**src/rtl/pixel_source_fifo.sv**
```systemverilog
// pixel_source_fifo: per-source pixel FIFO that answers each arbiter req pulse with a one-cycle ack and one popped pixel
module pixel_source_fifo #(
    parameter int LENGTH      = 8,
    parameter int PIXEL_WIDTH = 8,
    parameter int DEPTH       = 16
) (
    input  logic                   clk,
    input  logic                   rst,
    input  logic                   wr_en,
    input  logic [PIXEL_WIDTH-1:0] wr_pix,
    output logic                   full,
    output logic                   overflow,
    output logic [LENGTH-1:0]      fill,
    input  logic                   req,
    output logic                   ack,
    output logic [PIXEL_WIDTH-1:0] pix_out
);
    localparam int AW = $clog2(DEPTH);
    typedef enum logic [1:0] {IDLE, ACK, HOLD} state_t;
    state_t state, next_state;
    logic [PIXEL_WIDTH-1:0] ram [DEPTH];
    logic [AW-1:0] rd_ptr, wr_ptr;
    logic push, pop;
    assign full = fill == LENGTH'(DEPTH);
    assign ack  = state == ACK;
    always_comb begin
        push = wr_en && !full;
        pop  = state == IDLE && req && fill != '0;
        next_state = state == IDLE ? (pop ? ACK : IDLE) : state == ACK ? HOLD : (req ? HOLD : IDLE);
    end
    always_ff @(posedge clk) begin
        if (push)
            ram[wr_ptr] <= wr_pix;
    end
    always_ff @(posedge clk) begin
        if (rst) begin
            state    <= IDLE;
            rd_ptr   <= '0;
            wr_ptr   <= '0;
            fill     <= '0;
            overflow <= 1'b0;
            pix_out  <= '0;
        end else begin
            state <= next_state;
            if (push)
                wr_ptr <= wr_ptr + 1'b1;
            if (pop) begin
                rd_ptr  <= rd_ptr + 1'b1;
                pix_out <= ram[rd_ptr];
            end
            if (push && !pop)
                fill <= fill + 1'b1;
            else if (pop && !push)
                fill <= fill - 1'b1;
            if (wr_en && full)
                overflow <= 1'b1;
        end
    end
endmodule

```
**config.mk**
```make
export PLATFORM = sky130hd
export DESIGN_NAME = pixel_source_fifo
export DESIGN_NICKNAME = d
export VERILOG_FILES = /design/src/rtl/pixel_source_fifo.sv
export SDC_FILE = /design/constraint.sdc
export NUM_CORES = 1
export LEC_CHECK = 0
export CORE_MARGIN = 2
export CORE_UTILIZATION = 55
export CTS_BUF_LIST = sky130_fd_sc_hd__clkbuf_4
export DETAILED_ROUTE_END_ITERATION = 7
export GPL_ROUTABILITY_DRIVEN = 0
export MAX_ROUTING_LAYER = met4
export PLACE_DENSITY_LB_ADDON = 0.2
export REMOVE_ABC_BUFFERS = 1
export SLEW_MARGIN = 20
export SYNTH_ARGS = -nofsm -noshare
export SYNTH_HDL_FRONTEND = slang
export SYNTH_SLANG_ARGS = --single-unit
```
**constraint.sdc**
```tcl
create_clock -name clk -period 5.2 [get_ports clk]
set_input_delay 1.04 -clock clk [delete_from_list [all_inputs] [get_ports clk]]
set_output_delay 1.04 -clock clk [all_outputs]
set_load 0.1 [all_outputs]
```
==> summary.md, run 1 <==
| Metric | Value |
|---|---|
| Critical path class | `flip-flop to output port` |
| CTS hold repair buffers | `0` |
| Drt first pass iters | `4` |
| H-tree Lvls | `4` |
| Mux cell area share after synthesis | `0.142` |
| Clock transition at path regs | `between 100 and 150 ps` |
| Die Width | `approximately 110 um` |
| Max IR drop VDD | `0.497 mV` |
| Setup_tns | `0 ps` |
| Global-route wire length before repair | `18600 um` |
| Clock Skew | `between 15 and 20 ps` |
| Sequential share of the synthesized area | `0.691` |
| Crit path launch type | `flip-flop` |
| Initial antenna violation count | `0` |
| Routed Antenna Nets | `0` |
| Reg2Reg Depth | `9` |
| GRT Total Usage | `0.213` |
| Int Pwr | `between 2 and 2.5 mW` |
| Share of Yosys cell area claimed by the top area cell type | `0.606` |
| Syn-to-layout area delta | `11.2%` |
| Vias | `around 3400` |
| Achievable Freq | `around 250 MHz` |
| Worst Hold Launch | `overflow` |
| Worst r2r src | `fill[7]` |
| Crit-path max FO | `9` |
| Number of clock sinks | `roughly 160` |
| DRT iter0 DRCs | `~340` |
| Critical path arrival | `between 2000 and 3000 ps` |
| Largest net degree at the start of global routing | `36` |
| Yosys Warn Count | `0` |
| Vertical die dimension | `approximately 110 um` |
| Port-buffer cells | `30` |
| Synth cell count leaders | `128 x edfxtp_1, 32 x mux4_2, 29 x nor2_1` |
| Worst path depth | `3` |
| Cts bufs inserted | `17` |
| Power Dens Cells | `between 400 and 500 nW/um^2` |
| Starting density of the core | `0.560` |
| Setup Viol. Count Final | `0` |
| Mapped Cells | `approximately 370` |
| Final nets | `430` |
| Crit path from | `fill[7]` |
| WHS Path Cells | `2` |
| HPWL after DPL | `between 7000 and 8000 um` |
| Area share of xor/xnor cells in the synthesized design | `0.0110` |
| Total grt overflow | `0` |
| Synthesized area | `approximately 6300 um^2` |
| Post-synthesis simple-gate area fraction | `0.0604` |
| Net Sw Frac | `0.363` |
| Final period util | `0.755` |
| Crit-path slowest cell | `clkdlybuf4s50_1` |
| Clock share of power | `0.210` |
| Post-CTS Resized | `0` |
| Worst hold path class | `flip-flop to flip-flop` |
| Synth async-reset ratio | `0` |
| Sequential share of power | `0.466` |
| Die ar. | `approximately 12000 um^2` |
| Rel. slew slack | `0.341` |
| Clock Latency Late Sink | `roughly 550 ps` |
| WP data required | `about 4200 ps` |
| Post-synth EDFFs | `~130` |
| Synth cell types | `47` |
| Mean Syn Cell Area | `between 15 and 20 um^2` |
| CTS tree | `yes` |
| Crit path time final | `roughly 3900 ps` |
| Logic pwr share | `0.325` |
| Complex-gate fraction of the synthesized area | `0.0501` |
| DR WL/cell | `roughly 22 um` |
| Diode count | `0` |
| Slew Limit Fails | `0` |
| Crit-path max cell delay | `about 1200 ps` |
| Num rows | `39` |
| Ports | `31` |
| Max Root-Sink Buffers | `2` |
| Via density | `~6` |
| Synth area leaders | `edfxtp_1 61%, mux4_2 11%, dfxtp_1 8.5%` |
| Final hold violation count | `0` |
| Combinational family with the most area after synthesis | `multiplexers` |
| Largest area contributor in the netlist | `edfxtp_1` |
| Buf+Inv Stages, Crit Path | `1` |
| NetSw | `about 1.2 mW` |
| Core box area | `about 11000 um^2` |
| RSZ-0062 raised after global routing | `no` |
| Clk root buf | `clkbuf_4` |
| Vias in the first global route | `approximately 3300` |
| Final WL | `roughly 12000 um` |
| Tightest Pin Transition | `985 ps` |
| Max-cap violations | `0` |
| #FFs+latches synth | `roughly 160` |
| Most common cell in the netlist | `edfxtp_1` |
| Adder-Cell Fraction of Synth Area | `0.0268` |
| Total DRC errors in the routed layout | `0` |
| Run status | `completed` |
| Crit. End Element | `output port` |
| Synth Flop Type | `edfxtp_1` |
| Post-CTS Setup Repair Bufs | `0` |
| Final Total Pwr | `3.28 mW` |
| Ratio of cells with drive above 1 in the final layout | `0.189` |
| Leak | `2.24 nW` |
| CP top delay family | `buffers and inverters` |
| Crit-path cells | `or4b_1 > nor2_1 > clkdlybuf4s50_1` |
[tightest hold or removal path, delay by kind of cell (launching register included)]
kind             cells  cell delay, ps
AND/OR/NAND/NOR      1              70
flip-flops           1             350
AO/OA/AOI/OAI        1              40
[sequential cells by signal (all words and copies together), names as in the netlist]
signal and flops:
ram 128, fill 8, pix_out 8, rd_ptr 4, wr_ptr 4, state 2, overflow 1
[logic make-up after synthesis]
group | count (synthesis)
xor gates and xnor gates | 8
and+or+nand+nor | 75
DFF | 155
adders and majority gates | 13
buffers and inverters | 25
AOI/OAI and AO/OA | 41
muxes | 50
[cell type report]
cell class                      instances  area, um^2
Clock buffer                           19         143
Clock inverter                         13         125
Fill cell                             848        4270
Inverter                                7        26.3
Multi-Input combinational cell        187        1840
Sequential cell                       155        4390
Tap cell                              143         179
Timing Repair Buffer                   37         353
[layout by cell type (no fill, tap or decap), types with 3 or more instances in the layout]
cell type,instances
edfxtp_1,128
mux4_2,32
clkdlybuf4s50_1,30
nor2_1,29
dfxtp_1,25
clkbuf_4,19
mux2i_1,18
nand3_1,13
ha_1,12
o221ai_1,9
a21oi_1,8
inv_1,7
nand2_1,7
nor3_1,7
buf_4,7
xor2_1,5
clkinv_2,5
o21a_1,4
o211ai_1,4
nor2b_1,3
xnor2_1,3
[per-layer routing]
layer | global-route usage | vias to the layer above | wire length, um
met4 | 0.0823 | 0 | 246
met3 | 0.0484 | 18 | 539
li1 | - | 1551 | -
met1 | 0.284 | 1709 | 5310
met5 | - | - | 0
met2 | 0.328 | 83 | 6020
[per-stage QoR]
stage | setup slack (ps) | util | instance area [um^2] | hold WS, ps | instances
2_1_floorplan | 1330 | - | 6250 | 472 | 349
3_3_place_gp | 1490 | 0.599 | 6790 | 449 | 529
3_5_place_dp | 1410 | 0.599 | 6790 | 465 | 529
4_1_cts | 1240 | 0.623 | 7050 | 498 | 561
5_1_grt | 1150 | 0.623 | 7050 | 520 | 561
6_report | 1280 | 0.623 | 7050 | 487 | 561
[final timing paths]
kind | endpoint | slack [ps]
setup / recovery | full | 1280
hold / removal | overflow | 490
setup reg to reg | fill[6] | 2020
hold reg to reg | overflow | 490
[power groups by stage]
stage	sequential, mW	clock [mW]	combinational (mW)
floorplan	1.85	0	0.498
global placement	1.55	0	1.05
detailed placement	1.56	0	1.06
CTS	1.53	0.709	1.07
global route	1.54	0.760	1.13
finish	1.53	0.688	1.07
Power figures use the tool's default switching activity.
==> inputs of run 2 (changes only) <==
==> constraint.sdc (replaced) <==
create_clock -name clk -period 4.1 [get_ports clk]
set_input_delay 0.82 -clock clk [delete_from_list [all_inputs] [get_ports clk]]
set_output_delay 0.82 -clock clk [all_outputs]
set_load 0.1 [all_outputs]
==> run 2 against run 1 <==
  * Final cell count increased by 0.53%
  * Power increased by 27%
  * Sequential share of layout area decreased by 0.29 points
  * Die area unchanged
  * Wire length decreased by 1.9%
  * Worst hold slack got worse by 0.51 ps
  * Sequential power increased by 27%
  * Count of clock-buffer cells in the layout unchanged
  * Critical endpoint is now fill[6]
  * Largest cell class unchanged
==> summary.md, run 2 (synthesized netlist as in run 1, its figures left out) <==
| Metric | Value |
|---|---|
| Final hold violation count | `0 (unchanged)` |
| Commonest non-fill, non-tap cell in the layout | `edfxtp_1` |
| Final period util | `0.773` |
| Vias | `3374 (+0.39%)` |
| Met2 WL | `5950 um (-1.2%)` |
| Finished Cell Area | `7090 um^2 (+0.46%)` |
| CTS tree | `yes` |
| Total grt overflow | `0 (unchanged)` |
| WP data required | `4550 ps (+390 ps)` |
| Pre-CTS setup slack | `476 ps (-930 ps)` |
| Crit-path max FO | `15 (+6)` |
| Drt first pass iters | `4 (unchanged)` |
| Placed cells | `534 (+0.95%)` |
| Post-CTS Resized | `0 (unchanged)` |
| Crit path launch type | `flip-flop` |
| Clk root buf | `clkbuf_4` |
| H-tree Lvls | `4 (unchanged)` |
| CP endpoint | `fill[6]` |
| Max reg flops | `128 (unchanged)` |
| Number of clock sinks | `155 (unchanged)` |
| RSZ-0062 raised after global routing | `no` |
| Crit. End Element | `flip-flop` |
| Crit-path cells | `or4_4 > o21ai_4 > ha_1 > inv_1 > ha_1 > nor2b_1 > o21a_1 > o311ai_0 > o211ai_1` |
| Met3 wire length | `643 um (+19%)` |
| Total DRC errors in the routed layout | `0 (unchanged)` |
| Clock Skew | `19.3 ps (+1.76 ps)` |
| DRT iter0 DRCs | `343 (+1.5%)` |
| Critical path class | `flip-flop to flip-flop` |
| Achievable Freq | `about 320 MHz` |
| Vias in the first global route | `3361 (+2.1%)` |
| Reg2Reg Depth | `9 (unchanged)` |
| Worst hold path class | `flip-flop to flip-flop` |
| Leak | `2.25 nW (+0.47%)` |
| Largest registers | `ram: 128 flops, fill: 8 flops, pix_out: 8 flops` |
| Cts bufs inserted | `17 (unchanged)` |
| CTS hold repair buffers | `0 (unchanged)` |
| Met1 Wirelength | `5140 um (-3.2%)` |
| Max-cap violations | `0 (unchanged)` |
| Rel. slew slack | `0.341 (-0.000386)` |
| Crit path from | `fill[2]` |
| Multi-input combinational cell area | `1840 um^2 (unchanged)` |
| Crit-path max cell delay | `620 ps (-530 ps)` |
| DR WL/cell | `21.1 um (-2.4%)` |
| CP top delay family | `compound AO/OA/AOI/OAI gates` |
| Slew Limit Fails | `0 (unchanged)` |
| Final nets | `435 (+1.2%)` |
| Setup Viol. Count Final | `0 (unchanged)` |
| Register area | `4390 um^2 (unchanged)` |
| Setup_tns | `0 ps (unchanged)` |
| Syn-to-layout area delta | `11.8%` |
| Num rows | `39 (unchanged)` |
| Starting density of the core | `0.560 (unchanged)` |
| Setup slack after layout | `931 ps (-345 ps)` |
| GRT Total Usage | `0.214 (+0.000600)` |
| Crit path time final | `between 3000 and 4000 ps` |
| Core box area | `11300 um^2 (unchanged)` |
| Critical path arrival | `3620 ps (+740 ps)` |
| Max Root-Sink Buffers | `2 (unchanged)` |
| Top sig layer | `met4` |
| Die Width | `111 um (unchanged)` |
| Most frequent cells in the layout | `128 x edfxtp_1, 32 x mux4_2, 29 x nor2_1, 29 x clkdlybuf4s50_1, 25 x dfxtp_1` |
| Routed Antenna Nets | `0 (unchanged)` |
| Worst path depth | `9 (+6)` |
| Post-CTS Setup Repair Bufs | `0 (unchanged)` |
| Crit-path most repeated cell | `ha_1` |
| Run status | `completed` |
| HPWL after DPL | `7790 um (+2.7%)` |
| Worst R2R End | `fill[6]` |
| Fin cells | `564 (+0.53%)` |
| Initial antenna violation count | `0 (unchanged)` |
| Fill count | `827 (-2.5%)` |
| WHS Path Cells | `2 (unchanged)` |
| Clock transition at path regs | `130 ps (about the same)` |
| Ports | `31 (unchanged)` |
| Die ar. | `12400 um^2 (unchanged)` |
| Crit-path slowest cell | `or4_4` |
| Worst reg-to-reg setup slack | `930 ps (-1090 ps)` |
| Worst r2r src | `fill[2]` |
| Via density | `5.98 (-0.15%)` |
| Final WL | `11900 um (-1.9%)` |
| Ratio of cells with drive above 1 in the final layout | `0.197 (+0.00815)` |
| Clock Latency Late Sink | `560 ps (about the same)` |
| Vertical die dimension | `111 um (unchanged)` |
| DP Area | `6820 um^2 (+0.52%)` |
| Largest net degree at the start of global routing | `35 (-2.8%)` |
| Largest Register | `ram` |
| Buf+Inv Stages, Crit Path | `1 (unchanged)` |
| Port-buffer cells | `30 (unchanged)` |
| Diode count | `0 (unchanged)` |
| Power Dens Cells | `589 nW/um^2 (+27%)` |
| Max IR drop VDD | `0.463 mV (-6.8%)` |
| Global-route wire length before repair | `18700 um (+0.52%)` |
| Tightest Pin Transition | `986 ps (+0.576 ps)` |
## run 2: changes by cell type in the layout (fill, tap and decap cells not counted)
| cell | before | now |
|---|---|---|
| clkinv_2 | 5 | 0 |
| clkinv_4 | 1 | 0 |
| inv_6 | 1 | 2 |
| buf_4 | 7 | 13 |
| clkinvlp_4 | 2 | 5 |
| clkdlybuf4s50_1 | 30 | 29 |
## run 2: metrics by stage
| step | power [mW] | hold WS [ps] | utilization |
|---|---|---|---|
| global route | 4.38 | 527 | 0.626 |
| floorplan | 2.98 | 472 | - |
| global placement | 3.30 | 448 | 0.603 |
| detailed placement | 3.34 | 471 | 0.603 |
| finish | 4.18 | 487 | 0.626 |
| CTS | 4.20 | 500 | 0.626 |
## run 2: worst register-to-register path, delay by kind of cell, from the launching register on
family / cells / cell delay (ps)
flops: 1 / 380
simple gates: 2 / 790
buf+inv: 1 / 170
compound gates: 4 / 1050
fa+ha+maj: 2 / 680
## run 2: power by group
group / switching (mW) / internal (mW)
clock network: 0.514 / 0.367
registers: 0.146 / 1.81
logic: 0.856 / 0.486
## run 2: cell type report
type,instances,area share
flip-flops and latches,155,0.619
multi-input cells,187,0.260
repair buffers,42,0.0547
well taps,143,0.0252
clock buffers,19,0.0201
clock inverters,11,0.0173
inverters,7,0.00371
## run 2: metal layers
metal | vias up | track usage
li1 | 1557 | -
met3 | 18 | 0.0664
met2 | 95 | 0.328
met1 | 1704 | 0.277
met5 | - | -
met4 | 0 | 0.0724
## run 2: how the worst min path moves through the flow
stage / startpoint / to
2_1_floorplan: rd_ptr[3] / rd_ptr[3]
3_3_place_gp: overflow / overflow
3_5_place_dp: overflow / overflow
4_1_cts: overflow / overflow
5_1_grt: overflow / overflow
6_report: overflow / overflow
==> inputs of run 3 (changes only) <==
==> constraint.sdc (replaced) <==
create_clock -name clk -period 3.3 [get_ports clk]
set_input_delay 0.66 -clock clk [delete_from_list [all_inputs] [get_ports clk]]
set_output_delay 0.66 -clock clk [all_outputs]
set_load 0.1 [all_outputs]
==> run 3 against run 2 <==
  * Clock power is 24% higher
  * First-iteration DRC count decreased by 21%
  * Via count rose by 0.83%
  * Register-to-register slack lost 490 ps
  * Count of clock-buffer cells in the layout grew 1
  * Sequential cell count did not move
  * Clock skew up 1.7 ps
  * Wire length increased by 1.3%
  * Sequential share of layout area is 0.56 points lower
  * Non-clock buffer count up 12
  * Critical path depth unchanged
  * Core utilization rose by 0.55 points
  * Largest cell class unchanged
==> summary.md, run 3 (synthesized netlist as in run 1, its figures left out) <==
| Metric | Value |
|---|---|
| Run status | `completed` |
| Cts bufs inserted | `17 (unchanged)` |
| Slew Limit Fails | `0 (unchanged)` |
| Commonest non-fill, non-tap cell in the layout | `edfxtp_1` |
| Crit path time final | `2860 ps (-311 ps)` |
| Final nets | `447 (+2.8%)` |
| Syn-to-layout area delta | `12.7%` |
| Vertical die dimension | `111 um (unchanged)` |
| Finished Cell Area | `7150 um^2 (+0.88%)` |
| Register area | `4390 um^2 (about the same)` |
| Worst r2r src | `fill[2]` |
| Crit path from | `fill[2]` |
| GRT Total Usage | `0.213 (-0.00126)` |
| Routed Antenna Nets | `0 (unchanged)` |
| Die ar. | `12400 um^2 (unchanged)` |
| Max reg flops | `128 (unchanged)` |
| Via density | `5.90 (-1.4%)` |
| Rel. slew slack | `0.598 (+0.257)` |
| Setup slack after layout | `442 ps (-489 ps)` |
| Ratio of cells with drive above 1 in the final layout | `0.260 (+0.0632)` |
| Total grt overflow | `0 (unchanged)` |
| DP Area | `6880 um^2 (+0.83%)` |
| Crit-path max FO | `6 (-9)` |
| Starting density of the core | `0.560 (unchanged)` |
| Vias in the first global route | `3429 (+2.0%)` |
| Leak | `2.36 nW (+4.8%)` |
| Ports | `31 (unchanged)` |
| Final period util | `0.866 (+0.0931)` |
| Setup Viol. Count Final | `0 (unchanged)` |
| RSZ-0062 raised after global routing | `no` |
| Largest registers | `ram: 128 flops, fill: 8 flops, pix_out: 8 flops` |
| Pre-CTS setup slack | `54.3 ps (-422 ps)` |
| Fill count | `813 (-1.7%)` |
| Worst Hold Launch | `overflow` |
| Max IR drop VDD | `0.597 mV (+29%)` |
| Crit. End Element | `flip-flop` |
| Crit-path slowest cell | `or4_4` |
| DR WL/cell | `20.8 um (-1.0%)` |
| Number of clock sinks | `155 (unchanged)` |
| H-tree Lvls | `4 (unchanged)` |
| Clk root buf | `clkbuf_4` |
| Drt first pass iters | `4 (unchanged)` |
| Clock transition at path regs | `130 ps (about the same)` |
| Achievable Freq | `350 MHz (+11%)` |
| Post-CTS Resized | `0 (unchanged)` |
| WP data required | `3730 ps (-820 ps)` |
| Largest net degree at the start of global routing | `35 (unchanged)` |
| Crit path launch type | `flip-flop` |
| Final hold violation count | `0 (unchanged)` |
| Final WL | `12000 um (+1.3%)` |
| Power Dens Cells | `725 nW/um^2 (+23%)` |
| Critical path class | `flip-flop to flip-flop` |
| Crit-path most repeated cell | `ha_1` |
| Total DRC errors in the routed layout | `0 (unchanged)` |
| Clock Skew | `21.0 ps (+1.69 ps)` |
| Max-cap violations | `0 (unchanged)` |
| Fin cells | `577 (+2.3%)` |
| DRT iter0 DRCs | `270 (-21%)` |
| Core box area | `11300 um^2 (unchanged)` |
| Vias | `3402 (+0.83%)` |
| Max Root-Sink Buffers | `2 (unchanged)` |
| Tightest Pin Transition | `603 ps (-383 ps)` |
| Crit-path cells | `or4_4 > o21ai_4 > ha_1 > inv_1 > ha_1 > nor2b_1 > o21a_1 > o311ai_0 > o211ai_1` |
| Crit-path max cell delay | `610 ps (about the same)` |
| Placed cells | `546 (+2.2%)` |
| Global-route wire length before repair | `18700 um (-0.14%)` |
| Initial antenna violation count | `0 (unchanged)` |
| Multi-input combinational cell area | `1840 um^2 (unchanged)` |
| Num rows | `39 (unchanged)` |
| Largest Register | `ram` |
| Post-CTS Setup Repair Bufs | `0 (unchanged)` |
| CTS tree | `yes` |
| CTS hold repair buffers | `0 (unchanged)` |
| Die Width | `111 um (unchanged)` |
| Clock Latency Late Sink | `550 ps (about the same)` |
| Critical path arrival | `3290 ps (-330 ps)` |
| HPWL after DPL | `7620 um (-2.2%)` |
| Port-buffer cells | `30 (unchanged)` |
| Worst hold path class | `flip-flop to flip-flop` |
| Most frequent cells in the layout | `128 x edfxtp_1, 42 x buf_4, 32 x mux4_2` |
| Diode count | `0 (unchanged)` |
==> run 3: path summary, 6_finish.rpt <==
path	depth (start not counted)	endpoint	slack, ps
hold / removal	2	overflow	480
setup / recovery	9	fill[6]	440
setup reg to reg	9	fill[6]	440
hold reg to reg	2	overflow	480
==> run 3: worst max-delay path: cells and delay by family, from the launching register on <==
kind                       cells  cell delay [ps]
buffers and inverters          1              140
DFF                            1              370
AOI/OAI and AO/OA              4              860
adders and majority gates      2              590
and+or+nand+nor                2              770
==> run 3: layer usage <==
layer,GRT usage,up-vias,routed length [um]
met1,0.267,1698,4860
li1,-,1587,-
met5,-,-,0
met3,0.0544,18,809
met2,0.337,99,6150
met4,0.0848,0,212
==> run 3: stage by stage <==
stage	TNS, ps	util	power (mW)	hold WS, ps
after floorplan	-188	-	3.70	472
after CTS	0	0.632	5.24	490
after global routing	0	0.632	5.42	529
after global placement	0	0.608	4.11	450
after detailed placement	0	0.608	4.14	460
final	0	0.632	5.19	478
==> run 3: final cells by class <==
class,instances,area share
Sequential cell,155,0.613
Multi-Input combinational cell,187,0.258
Timing Repair Buffer,54,0.0623
Tap cell,143,0.0250
Clock buffer,20,0.0210
Clock inverter,11,0.0170
Inverter,7,0.00368
==> run 3: where the power goes <==
group	internal, mW	switching, mW
sequential	2.24	0.149
combinational	0.601	1.10
clock	0.470	0.622
total	3.31	1.87
